===== src/rtl/seg7_scan_ctrl.sv =====
// seg7_scan_ctrl
// Multiplexed N-digit 7-segment display controller for a common-anode display.
// It scans one digit per slot and applies 16-level PWM dimming inside each slot.
// It also blanks leading zeros and decodes each nibble to a hex glyph.
//
// Ports:
//   clk, rst_n     system clock, asynchronous active-low reset
//   en             display enable (0 blanks outputs and parks the scan at digit 0)
//   dim_up_pls     one-cycle pulse, brightness +1 (saturates at 15)
//   dim_dwn_pls    one-cycle pulse, brightness -1 (saturates at 0)
//   dim_val        current brightness level, 0 = dimmest, 15 = full
//   x              packed nibbles, digit i = x[4i+3:4i], digit 0 rightmost
//   x_dp           per-digit decimal point request, 1 = lit
//   seg            segments {g,f,e,d,c,b,a}, active-low
//   dp             decimal point, active-low
//   an             digit anodes, active-low, at most one low at a time
module seg7_scan_ctrl #(
  parameter int N_DIG    = 4,
  parameter int SLOT_CYC = 100_000,
  parameter int BLANK_LZ = 1,
  parameter int DIM_RST  = 15
) (
  input  logic               clk,
  input  logic               rst_n,
  input  logic               en,
  input  logic               dim_up_pls,
  input  logic               dim_dwn_pls,
  output logic [3:0]         dim_val,
  input  logic [4*N_DIG-1:0] x,
  input  logic [N_DIG-1:0]   x_dp,
  output logic [6:0]         seg,
  output logic               dp,
  output logic [N_DIG-1:0]   an
);

  localparam int SUB_CYC = SLOT_CYC / 16;
  localparam int SUB_W   = (SUB_CYC > 1) ? $clog2(SUB_CYC) : 1;
  localparam int IDX_W   = (N_DIG > 1) ? $clog2(N_DIG) : 1;
  localparam logic [SUB_W-1:0] SUB_LAST = SUB_W'(SUB_CYC - 1);
  localparam logic [IDX_W-1:0] IDX_LAST = IDX_W'(N_DIG - 1);

  // The slot counter is kept as {pwm_idx, sub_cnt}. pwm_idx is the PWM sub
  // interval number, so no divider is needed to find it.
  logic [SUB_W-1:0] sub_cnt;
  logic [3:0]       pwm_idx;
  logic [IDX_W-1:0] idx;
  logic             slot_start;

  logic [3:0]       lat_nib;
  logic             lat_dp;
  logic             lat_blank;
  logic [3:0]       lat_dim;

  logic [3:0]       cur_nib;
  logic             cur_dp;
  logic             cur_blank;
  logic [N_DIG-1:0] blank_vec;
  logic             zero_above;

  logic [3:0]       eff_nib;
  logic             eff_dp;
  logic             eff_blank;
  logic [3:0]       eff_dim;
  logic             lit;
  logic [N_DIG-1:0] an_sel;

  function automatic logic [6:0] hex_to_seg(input logic [3:0] nib);
    case (nib)
      4'h0: hex_to_seg = 7'h40;
      4'h1: hex_to_seg = 7'h79;
      4'h2: hex_to_seg = 7'h24;
      4'h3: hex_to_seg = 7'h30;
      4'h4: hex_to_seg = 7'h19;
      4'h5: hex_to_seg = 7'h12;
      4'h6: hex_to_seg = 7'h02;
      4'h7: hex_to_seg = 7'h78;
      4'h8: hex_to_seg = 7'h00;
      4'h9: hex_to_seg = 7'h10;
      4'hA: hex_to_seg = 7'h08;
      4'hB: hex_to_seg = 7'h03;
      4'hC: hex_to_seg = 7'h46;
      4'hD: hex_to_seg = 7'h21;
      4'hE: hex_to_seg = 7'h06;
      default: hex_to_seg = 7'h0E;
    endcase
  endfunction

  assign slot_start = (sub_cnt == '0) && (pwm_idx == 4'd0);

  // Scan counters. They are held at zero while disabled, so re-enabling
  // always restarts at digit 0, slot position 0.
  always_ff @(posedge clk or negedge rst_n) begin
    if (!rst_n) begin
      sub_cnt <= '0;
      pwm_idx <= 4'd0;
      idx     <= '0;
    end else if (!en) begin
      sub_cnt <= '0;
      pwm_idx <= 4'd0;
      idx     <= '0;
    end else if (sub_cnt == SUB_LAST) begin
      sub_cnt <= '0;
      pwm_idx <= pwm_idx + 4'd1;
      if (pwm_idx == 4'hF) begin
        idx <= (idx == IDX_LAST) ? '0 : idx + IDX_W'(1);
      end
    end else begin
      sub_cnt <= sub_cnt + SUB_W'(1);
    end
  end

  // Blanking runs from the most significant digit downward. A digit is
  // blanked only while it and every digit above it are zero with no dp.
  always_comb begin
    blank_vec  = '0;
    zero_above = 1'b1;
    for (int i = N_DIG - 1; i >= 1; i--) begin
      zero_above   = zero_above && (x[4*i +: 4] == 4'h0) && !x_dp[i];
      blank_vec[i] = zero_above && (BLANK_LZ != 0);
    end
  end

  always_comb begin
    cur_nib   = 4'h0;
    cur_dp    = 1'b0;
    cur_blank = 1'b0;
    for (int i = 0; i < N_DIG; i++) begin
      if (idx == IDX_W'(i)) begin
        cur_nib   = x[4*i +: 4];
        cur_dp    = x_dp[i];
        cur_blank = blank_vec[i];
      end
    end
  end

  // Slot-start snapshot. In the first cycle of a slot the live values feed
  // the output directly; they are frozen from the second cycle onward.
  always_ff @(posedge clk or negedge rst_n) begin
    if (!rst_n) begin
      lat_nib   <= 4'h0;
      lat_dp    <= 1'b0;
      lat_blank <= 1'b0;
      lat_dim   <= 4'(DIM_RST);
    end else if (en && slot_start) begin
      lat_nib   <= cur_nib;
      lat_dp    <= cur_dp;
      lat_blank <= cur_blank;
      lat_dim   <= dim_val;
    end
  end

  always_comb begin
    eff_nib   = slot_start ? cur_nib   : lat_nib;
    eff_dp    = slot_start ? cur_dp    : lat_dp;
    eff_blank = slot_start ? cur_blank : lat_blank;
    eff_dim   = slot_start ? dim_val   : lat_dim;
    lit       = en && !eff_blank && (pwm_idx <= eff_dim);
    an_sel    = '1;
    for (int i = 0; i < N_DIG; i++) begin
      if (idx == IDX_W'(i)) begin
        an_sel[i] = 1'b0;
      end
    end
  end

  // Registered outputs. Every output goes inactive in the same edge whenever
  // the digit is unlit, blanked or disabled.
  always_ff @(posedge clk or negedge rst_n) begin
    if (!rst_n) begin
      an  <= '1;
      seg <= 7'h7F;
      dp  <= 1'b1;
    end else if (lit) begin
      an  <= an_sel;
      seg <= hex_to_seg(eff_nib);
      dp  <= ~eff_dp;
    end else begin
      an  <= '1;
      seg <= 7'h7F;
      dp  <= 1'b1;
    end
  end

  // Brightness register. Simultaneous up and down pulses cancel each other.
  always_ff @(posedge clk or negedge rst_n) begin
    if (!rst_n) begin
      dim_val <= 4'(DIM_RST);
    end else if (dim_up_pls && !dim_dwn_pls && (dim_val != 4'hF)) begin
      dim_val <= dim_val + 4'd1;
    end else if (dim_dwn_pls && !dim_up_pls && (dim_val != 4'h0)) begin
      dim_val <= dim_val - 4'd1;
    end
  end

endmodule


===== config.mk =====
export PLATFORM = sky130hd
export DESIGN_NAME = seg7_scan_ctrl
export DESIGN_NICKNAME = d
export VERILOG_FILES = /design/src/rtl/seg7_scan_ctrl.sv
export SDC_FILE = /design/constraint.sdc
export NUM_CORES = 1
export LEC_CHECK = 0
export CAP_MARGIN = 20
export CORE_MARGIN = 2
export CORE_UTILIZATION = 40
export CTS_CLUSTER_DIAMETER = 40
export DETAILED_ROUTE_END_ITERATION = 12
export PLACE_DENSITY = 0.73
export SLEW_MARGIN = 20
export SYNTH_ARGS = -nofsm -noshare
export SYNTH_HDL_FRONTEND = slang
export SYNTH_SLANG_ARGS = --single-unit

===== constraint.sdc =====
create_clock -name clk -period 9.07 [get_ports clk]
set_input_delay 1.814 -clock clk [delete_from_list [all_inputs] [get_ports clk]]
set_output_delay 1.814 -clock clk [all_outputs]
set_load 0.02 [all_outputs]

==> flow_summary.json <==
{
  "run_status": "complete, no violations",
  "fp.dieW_um": 87.1,
  "fmax_ghz": 0.262,
  "remaining_drc_errors": 0,
  "floorplan.initialDensity_pct": 40.9,
  "setup-tns-final_ns": 0,
  "finClkSkew_ns": 0.00549,
  "worstHoldPathType": "register to register",
  "dp.final_hpwl_mm": 4.08,
  "clock_latency_ns": 0.30,
  "timing.final.hold_violations": 0,
  "post-cts-setup-buffers": 0,
  "crit_top_cell": "sky130_fd_sc_hd__o21ai_0",
  "grt_setup_unrepaired": "no",
  "synth-seq-cells": 45,
  "cts_buffer_depth": 2,
  "synth-seq-area-share_pct": 41.6,
  "drtAntennaViolNets": 0,
  "maximum_fanout_along_the_worst_path": 5,
  "path_cells": "clkdlybuf4s50_1 -> a21oi_1 -> o21ai_0 -> o21ai_0 -> o21ai_0 -> mux2i_1 -> inv_1 -> ha_1 -> mux2_2 -> o211ai_1 -> o211ai_1",
  "yosys_warnings": 0,
  "clkSlewWorstSetupHoldPaths_ns": 0.08,
  "area_growth_syn_to_layout_pct": 20.6,
  "gr-usage-all-layers_pct": 15.9,
  "postSynth.asyncResetShare_pct": 100,
  "num-nets-final": 358,
  "drt_iter0_markers": 66,
  "num_rows": 30,
  "power.ir.vdd_worst_mv": 0.114,
  "clock_tree_from_tritoncts": "yes",
  "syn_area_per_cell_um2": 10.3,
  "ios": 41,
  "clock_tree.htree_level_count": 2,
  "ys_types": 51,
  "layout_worst_path_cycle_share_pct": 42.1,
  "finalCoreUtilization_pct": 49.3,
  "cpPeakStageDelay_ns": 0.41,
  "clock-sinks": 45,
  "post_route_cells_drive_above_1_share_pct": 15.7,
  "timing.critical_path.from_type": "input pin",
  "detailed_route_wl_mm": 5.43,
  "maxSlewHeadroom_pct": 43.4,
  "wire_length_of_the_first_global_routing_pass_mm": 9.78,
  "mostFrequentLayoutCell": "sky130_fd_sc_hd__clkdlybuf4s50_1",
  "max_cap_viol_count": 0,
  "kind_of_critical_path": "input pin to register",
  "routed_via_density": 5.33,
  "worst_ep_arrival_time_ns": 4.04,
  "synth_area_leader_cell": "sky130_fd_sc_hd__dfrtp_1",
  "first_global_vias": 2066,
  "detail_route.first_pass.iterations": 4,
  "layout.cells.most_common_list": "sky130_fd_sc_hd__clkdlybuf4s50_1, sky130_fd_sc_hd__nand2_1, sky130_fd_sc_hd__dfrtp_1",
  "cell_pwr_density_nw_per_um2": 198,
  "synth_fp_nets": 316,
  "cp.required_ns": 9.29,
  "crit_path_buffers_inverters": 2,
  "vias": 2088,
  "clock_tree_root_driver_cell": "sky130_fd_sc_hd__clkbuf_8",
  "detail_route.wl_per_cell_um": 13.9,
  "static-leakage-power_nw": 1.40,
  "worst_slew_pin_slew_ns": 0.841,
  "cts_resized": 0,
  "grt_antenna_before_repair": 0,
  "syn-instance-count": 269,
  "antenna-diode-count": 0,
  "placeableCoreArea_um2": 6760,
  "grt_max_degree": 46,
  "yosys_most_used_dff": "sky130_fd_sc_hd__dfrtp_1",
  "die-area_um2": 7590,
  "die_h_um": 87.1,
  "cts_made_buffers": 5,
  "synth-edff-count": 0,
  "cts_hold_buffers": 0,
  "critPathTopFamily": "compound AO/OA/AOI/OAI gates",
  "slew_violations": 0,
  "finalCriticalPeriod_ns": 3.82,
  "worstSetupEndpointType": "register",
  "place_congestion": 0.873,
  "crit_slowest_cell": "sky130_fd_sc_hd__clkdlybuf4s50_1",
  "area_share_of_the_leading_cell_type_in_the_synthesized_netlist_pct": 22.6,
  "globalRoute.totalOverflow": 0,
  "main_area_contributors_after_synthesis": "sky130_fd_sc_hd__dfrtp_1, sky130_fd_sc_hd__dfstp_2, sky130_fd_sc_hd__ha_1",
  "post_synth_instance_area_um2": 2760,
  "setup_viol_count_final": 0,
  "port-buffer-count": 40
}
cells in the mapped netlist, types with 8 or more instances:
| cell | instances |
|---|---|
| sky130_fd_sc_hd__dfrtp_1 | 25 |
| sky130_fd_sc_hd__o21ai_0 | 8 |
| sky130_fd_sc_hd__xnor2_1 | 8 |
| sky130_fd_sc_hd__nor2_1 | 24 |
| sky130_fd_sc_hd__nand2_1 | 28 |
| sky130_fd_sc_hd__mux2_2 | 9 |
| sky130_fd_sc_hd__ha_1 | 21 |
| sky130_fd_sc_hd__nand3_1 | 10 |
| sky130_fd_sc_hd__xor2_1 | 10 |
| sky130_fd_sc_hd__inv_1 | 12 |
| sky130_fd_sc_hd__dfstp_2 | 20 |
| sky130_fd_sc_hd__mux2i_1 | 10 |
worst paths after layout:
| check | start | end | slack (ns) | cells past startpoint |
|---|---|---|---|---|
| max in group asynchronous | rst_n | dim_val[3]$_DFFE_PN1P_ | 7.18 | 1 |
| hold reg to reg | lat_nib[0]$_DFFE_PN0P_ | lat_nib[0]$_DFFE_PN0P_ | 0.49 | 2 |
| min in group asynchronous | rst_n | sub_cnt[5]$_DFF_PN0_ | 1.51 | 1 |
| setup reg to reg | sub_cnt[2]$_DFF_PN0_ | seg[0]$_DFF_PN1_ | 5.41 | 9 |
| setup / recovery | x[5] | seg[0]$_DFF_PN1_ | 5.25 | 11 |
| hold / removal | lat_nib[0]$_DFFE_PN0P_ | lat_nib[0]$_DFFE_PN0P_ | 0.49 | 2 |
stage by stage:
stage                     cells  total power [mW]  hold slack [ns]  setup slack [ns]  area [um^2]
after global placement      384             0.531            0.468              5.00         3240
after CTS                   392             0.670            0.492              5.23         3330
after global routing        392             0.711            0.531              5.05         3330
after floorplan             269             0.450            0.425              5.60         2760
after detailed placement    384             0.538            0.474              4.89         3240
final                       392             0.660            0.491              5.25         3330
power by group:
group,internal [mW],leakage (nW),switching (mW)
clock,0.0619,0.0445,0.0667
combinational,0.121,0.810,0.119
sequential,0.259,0.548,0.0329
total,0.442,1.40,0.219
layout make-up:
| cell class | instances | area [um^2] |
|---|---|---|
| clock buffers | 7 | 86.3 |
| clock inverters | 1 | 7.51 |
| fillers | 632 | 3420 |
| inverters | 13 | 48.8 |
| multi-input cells | 205 | 1530 |
| flip-flops and latches | 45 | 1150 |
| well taps | 80 | 100 |
| repair buffers | 41 | 405 |
state kept, by name (all words and copies together) (netlist names):
signal / count
sub_cnt: 13
seg: 7
an: 4
dim_val: 4
lat_dim: 4
lat_nib: 4
pwm_idx: 4
idx: 2
dp: 1
lat_blank: 1
lat_dp: 1
layer usage:
metal / part of all wire, % / vias up / GRT usage [%]
met1: 48 / 1004 / 21.2
met3: 2.9 / 5 / 3.22
met2: 48 / 33 / 26.4
met5: 0 / - / 0
li1: - / 1046 / -
met4: 1.2 / 0 / 4.06
tightest hold or removal path, cell delays in order, from the launching register on:
cell and delay [ns]:
sky130_fd_sc_hd__dfrtp_1 0.35, sky130_fd_sc_hd__nand2_1 0.05, sky130_fd_sc_hd__o31ai_1 0.06
kinds of logic (layout without fill, tap and decap cells):
logic type	Yosys count	count (layout)	synth area share, %
buffers and inverters	19	62	2.90
flip-flops	45	45	41.6
multiplexers	20	20	7.83
XOR/XNOR	18	18	5.70
adder cells (fa/ha/maj)	22	22	10.2
AO/OA/AOI/OAI	46	46	12.9
AND/OR/NAND/NOR	99	99	18.8
(Power assumes the default switching activity.)
==> RTL edit 1 (same flow settings) <==
Change the parameter `N_DIG` from 4 to 8.
--- a/src/rtl/seg7_scan_ctrl.sv
+++ b/src/rtl/seg7_scan_ctrl.sv
@@ -15,7 +15,7 @@
 //   dp             decimal point, active-low
 //   an             digit anodes, active-low, at most one low at a time
 module seg7_scan_ctrl #(
-  parameter int N_DIG    = 4,
+  parameter int N_DIG    = 8,
   parameter int SLOT_CYC = 100_000,
   parameter int BLANK_LZ = 1,
   parameter int DIM_RST  = 15
Ports: changed (resized an, x and x_dp); port bits go from 41 to 65. No check against the original RTL was run, so the function may have changed too.
==> RTL edit 1 against the unedited design <==
- sequential cell count is 5 higher
- clock power is 29% higher
- die area is 23% higher
- power is 13% higher
- setup slack worse by 0.093 ns
- cell area is 27% higher
- via count is 43% higher
- sequential share of layout area is 4.4 points lower
- wire length is 54% higher
- critical path depth is 1 lower
- final cell count is 33% higher
- synthesized area is 24% higher
- count of clock-buffer cells in the layout is 2 lower
- critical path type unchanged
- critical endpoint is now seg[3]$_DFF_PN1_
- highest routed layer unchanged
==> RTL edit 1: results (changes against the unedited design) <==
[logic_synthesis]
synthTopCellsByArea = dfrtp_1 (19%), dfstp_2 (18%), ha_1 (8.4%), nand2_1 (3.8%), nor2_1 (3.2%)  ; was dfrtp_1 (23%), dfstp_2 (19%), ha_1 (9.5%), nand2_1 (3.8%), mux2_2 (3.7%)
yosys.cell_types.count = 71  ; was 51
synthTopCellsByCount = nand2_1 (35), nor2_1 (29), dfrtp_1 (26)  ; was nand2_1 (28), dfrtp_1 (25), nor2_1 (24)
yosys_warnings = 0  ; unchanged
yosysSeqAreaShare_pct = 37.3  ; was 41.6%
syn-num-nets = 428  ; was 316
syn_area_per_cell_um2 = 9.57  ; was 10.3 um2

[placed_design]
dp_slack_ns = 4.85  ; was 4.89 ns
gp_congestion = 0.917  ; was 0.873
portBuffers = 64  ; was 40
placed_cells = 514  ; was 384
hpwl_um = 6240  ; was 4080 um
dpl_cell_area_mm2 = 0.00413  ; was 0.00324 mm2

[cts]
cts.clk_slew.worst_paths_ns = 0.11  ; was 0.08 ns

[cells_and_area]
fillers = 765  ; was 632
area_growth_pct = 23.6  ; was 20.6%
reg_top3 = sub_cnt (13), an (8), seg (7)  ; was sub_cnt (13), seg (7)
nets = 485  ; was 358
drive_gt1_share_pct = 15.6  ; was 15.7%

[grt]
grt_max_degree = 51  ; was 46
grt_first_pass_wirelength_um = 14000  ; was 9780 um
grt_pass1_vias = 2863  ; was 2066

[power_and_ir_drop]
p_leak_nw = 1.75  ; was 1.40 nW
comb-power_uw = 268  ; was 240 uW
pwr.group.clock_uw = 167  ; was 129 uW
swShare_pct = 33.4  ; was 33.1%
p_comb_share_pct = 35.9  ; was 36.3%

[detailed_routing]
vias = 2983  ; was 2088
wl_per_cell_um = 16.1  ; was 13.9 um
drtIter0Drc = 153  ; was 66
wl_met2_um = 4160  ; was 2630 um
m1WireLength_um = 3590  ; was 2580 um

[setup_path]
reg2reg_depth = 11  ; was 9
cp_max_fo = 6  ; was 5
slowest_stage = clkdlybuf4s50_1  ; unchanged
arrival_ns = 4.14  ; was 4.04 ns
r2r_setup_slack_ns = 5.65  ; was 5.41 ns
cpPeakStageDelay_ns = 0.43  ; was 0.41 ns
reg2reg_to = seg[3]$_DFF_PN1_  ; was seg[0]$_DFF_PN1_

[timing]
tightest_slew_ns = 0.771  ; was 0.841 ns
fin_skew_ns = 0.0122  ; was 0.00549 ns
clock.fmax_mhz = 256  ; was 262 MHz

[status]
outcome = finished clean  ; unchanged

## RTL edit 1: worst min-delay path by stage
stage                                        end                    from  cells past startpoint  slack [ns]
final                     lat_nib[0]$_DFFE_PN0P_  lat_nib[0]$_DFFE_PN0P_                      2        0.49
after global placement    lat_nib[0]$_DFFE_PN0P_  lat_nib[0]$_DFFE_PN0P_                      2        0.46
after CTS                 lat_nib[0]$_DFFE_PN0P_  lat_nib[0]$_DFFE_PN0P_                      2        0.49
after global routing      lat_nib[2]$_DFFE_PN0P_  lat_nib[2]$_DFFE_PN0P_                      2        0.52
after floorplan           lat_nib[0]$_DFFE_PN0P_  lat_nib[0]$_DFFE_PN0P_                      2        0.44
after detailed placement  lat_nib[0]$_DFFE_PN0P_  lat_nib[0]$_DFFE_PN0P_                      2        0.47
## RTL edit 1: logic make-up after synthesis
logic type | share of synthesized area [%]
buffers and inverters | 4.08
AND/OR/NAND/NOR | 23.0
AO/OA/AOI/OAI | 17.3
multiplexers | 5.06
flip-flops | 37.3
adder cells (fa/ha/maj) | 8.96
XOR/XNOR | 4.33
## RTL edit 1: per-layer routing
layer,global-route usage [%],up-vias
li1,-,1410
met1,23.9,1454
met2,30.5,113
met3,3.54,6
met4,4.77,0
met5,0,-
## RTL edit 1: critical path: cells and delay by family
family                     cells  cell delay (ns)
AOI/OAI and AO/OA              6             1.05
adders and majority gates      1             0.25
buffers and inverters          2             0.60
muxes                          1             0.43
## RTL edit 1: cell type report
type / count / share of cell area [%]
Clock buffer: 5 / 1.62
Clock inverter: 3 / 1.12
Inverter: 17 / 1.50
Multi-Input combinational cell: 278 / 47.5
Sequential cell: 50 / 30.2
Tap cell: 105 / 3.09
Timing Repair Buffer: 64 / 15.0
==> RTL edit 2 (same settings) <==
Without the edit above. Put one more register stage on the output `an`, with the module's reset. The value now appears one clock later. The other outputs are not delayed to match.
--- a/src/rtl/seg7_scan_ctrl.sv
+++ b/src/rtl/seg7_scan_ctrl.sv
@@ -39,6 +39,8 @@
   localparam logic [SUB_W-1:0] SUB_LAST = SUB_W'(SUB_CYC - 1);
   localparam logic [IDX_W-1:0] IDX_LAST = IDX_W'(N_DIG - 1);
 
+  logic [N_DIG-1:0] an_s0;
+
   // The slot counter is kept as {pwm_idx, sub_cnt}. pwm_idx is the PWM sub
   // interval number, so no divider is needed to find it.
   logic [SUB_W-1:0] sub_cnt;
@@ -167,15 +169,15 @@
   // the digit is unlit, blanked or disabled.
   always_ff @(posedge clk or negedge rst_n) begin
     if (!rst_n) begin
-      an  <= '1;
+      an_s0 <= '1;
       seg <= 7'h7F;
       dp  <= 1'b1;
     end else if (lit) begin
-      an  <= an_sel;
+      an_s0 <= an_sel;
       seg <= hex_to_seg(eff_nib);
       dp  <= ~eff_dp;
     end else begin
-      an  <= '1;
+      an_s0 <= '1;
       seg <= 7'h7F;
       dp  <= 1'b1;
     end
@@ -192,5 +194,13 @@
     end
   end
 
+  always_ff @(posedge clk or negedge rst_n) begin
+    if (!rst_n) begin
+      an <= '0;
+    end else begin
+      an <= an_s0;
+    end
+  end
+
 endmodule
 
Check against the original RTL: not equivalent (a bounded check fails within 4 cycles, from zero or initial values and one cycle with rst_n low).
==> RTL edit 2 against the unedited design <==
- utilization rose by 1.1 points
- cell area is 4.0% higher
- sequential power grew 6.8%
- sequential share of layout area rose by 1.6 points
- sequential cell count rose by 4
- power rose by 6.8%
- setup slack better by 0.018 ns
- hold slack got worse by 0.097 ns
- first-iteration DRC count rose by 36%
- clock power up 17%
- final cell count is 5.1% higher
- wire length up 4.1%
- synthesized area increased by 3.6%
- critical path depth did not move
- highest routed layer unchanged
==> RTL edit 2: results (changes against the unedited design) <==
[placed_design]
gp_congestion = 0.822  ; was 0.873
dpl_cell_area_mm2 = 0.00336  ; was 0.00324 mm2
placed_cells = 404  ; was 384
hpwl_um = 4300  ; was 4080 um

[detailed_routing]
m1WireLength_um = 2550  ; was 2580 um
wl_met2_um = 2810  ; was 2630 um
wl_met3_um = 225  ; was 158 um
drtIter0Drc = 90  ; was 66

[cells_and_area]
multi_input_area_share_pct = 44.2  ; was 46.0%
postLayoutCellArea_mm2 = 0.00347  ; was 0.00333 mm2
clock_area_share_pct = 3.10  ; was 2.82%
clock_buffers = 6  ; was 7
nets = 362  ; was 358
seq_share_pct = 36.1  ; was 34.5%
final_cells = 412  ; was 392

[timing]
fin_skew_ns = 0.00715  ; was 0.00549 ns
slew_headroom_pct = 48.2  ; was 43.4%

[power_and_ir_drop]
p_leak_nw = 1.45  ; was 1.40 nW
ir_worst_vdd_uv = 112  ; was 114 uV
switchingPower_uw = 225  ; was 219 uW

[grt]
grt_util_met1_pct = 21.4  ; was 21.2%
grt_use_met2_pct = 26.2  ; was 26.4%
gr-usage-met3_pct = 2.89  ; was 3.22%
grt_use_total_pct = 15.9  ; about the same
grt_pass1_vias = 2100  ; was 2066

[logic_synthesis]
yosysSeqAreaShare_pct = 43.7  ; was 41.6%
synthTopCellsByCount = dfrtp_1 (29), nand2_1 (28), nor2_1 (24)  ; was nand2_1 (28), dfrtp_1 (25), nor2_1 (24)
ys_ff_latch = 49  ; was 45

[worst_hold_path]
min_from = an_s0[0]$_DFF_PN1_  ; was lat_nib[0]$_DFFE_PN0P_

[setup_path]
arrival_ns = 4.03  ; was 4.04 ns

[die]
taps = 96  ; was 80

[status]
outcome = finished clean  ; unchanged

[RTL edit 2: changes by cell type in the layout (fill, tap and decap cells not counted), sizes merged]
cell | before | now
clkinvlp | 1 | 0
dfrtp | 25 | 29
clkbuf | 7 | 6
clkinv | 0 | 1
bufinv | 0 | 1
[RTL edit 2: path summary, 6_finish.rpt]
path                       cells past startpoint  slack [ns]                    to
max                                           11        5.27      seg[0]$_DFF_PN1_
min                                            0        0.39       an[0]$_DFF_PN0_
max reg2reg                                    9        5.48      seg[0]$_DFF_PN1_
min reg2reg                                    0        0.39       an[0]$_DFF_PN0_
max in group asynchronous                      1        7.15  sub_cnt[9]$_DFF_PN0_
min in group asynchronous                      1        1.51       an[2]$_DFF_PN0_
[RTL edit 2: cell families (layout without fill, tap and decap cells)]
group	Yosys count	in the layout	synth area share, %
and+or+nand+nor	99	99	18.1
xor gates and xnor gates	18	18	5.50
adders and majority gates	22	22	9.87
AOI/OAI and AO/OA	46	46	12.5
buffers and inverters	19	62	2.80
muxes	20	20	7.56
DFF	49	49	43.7
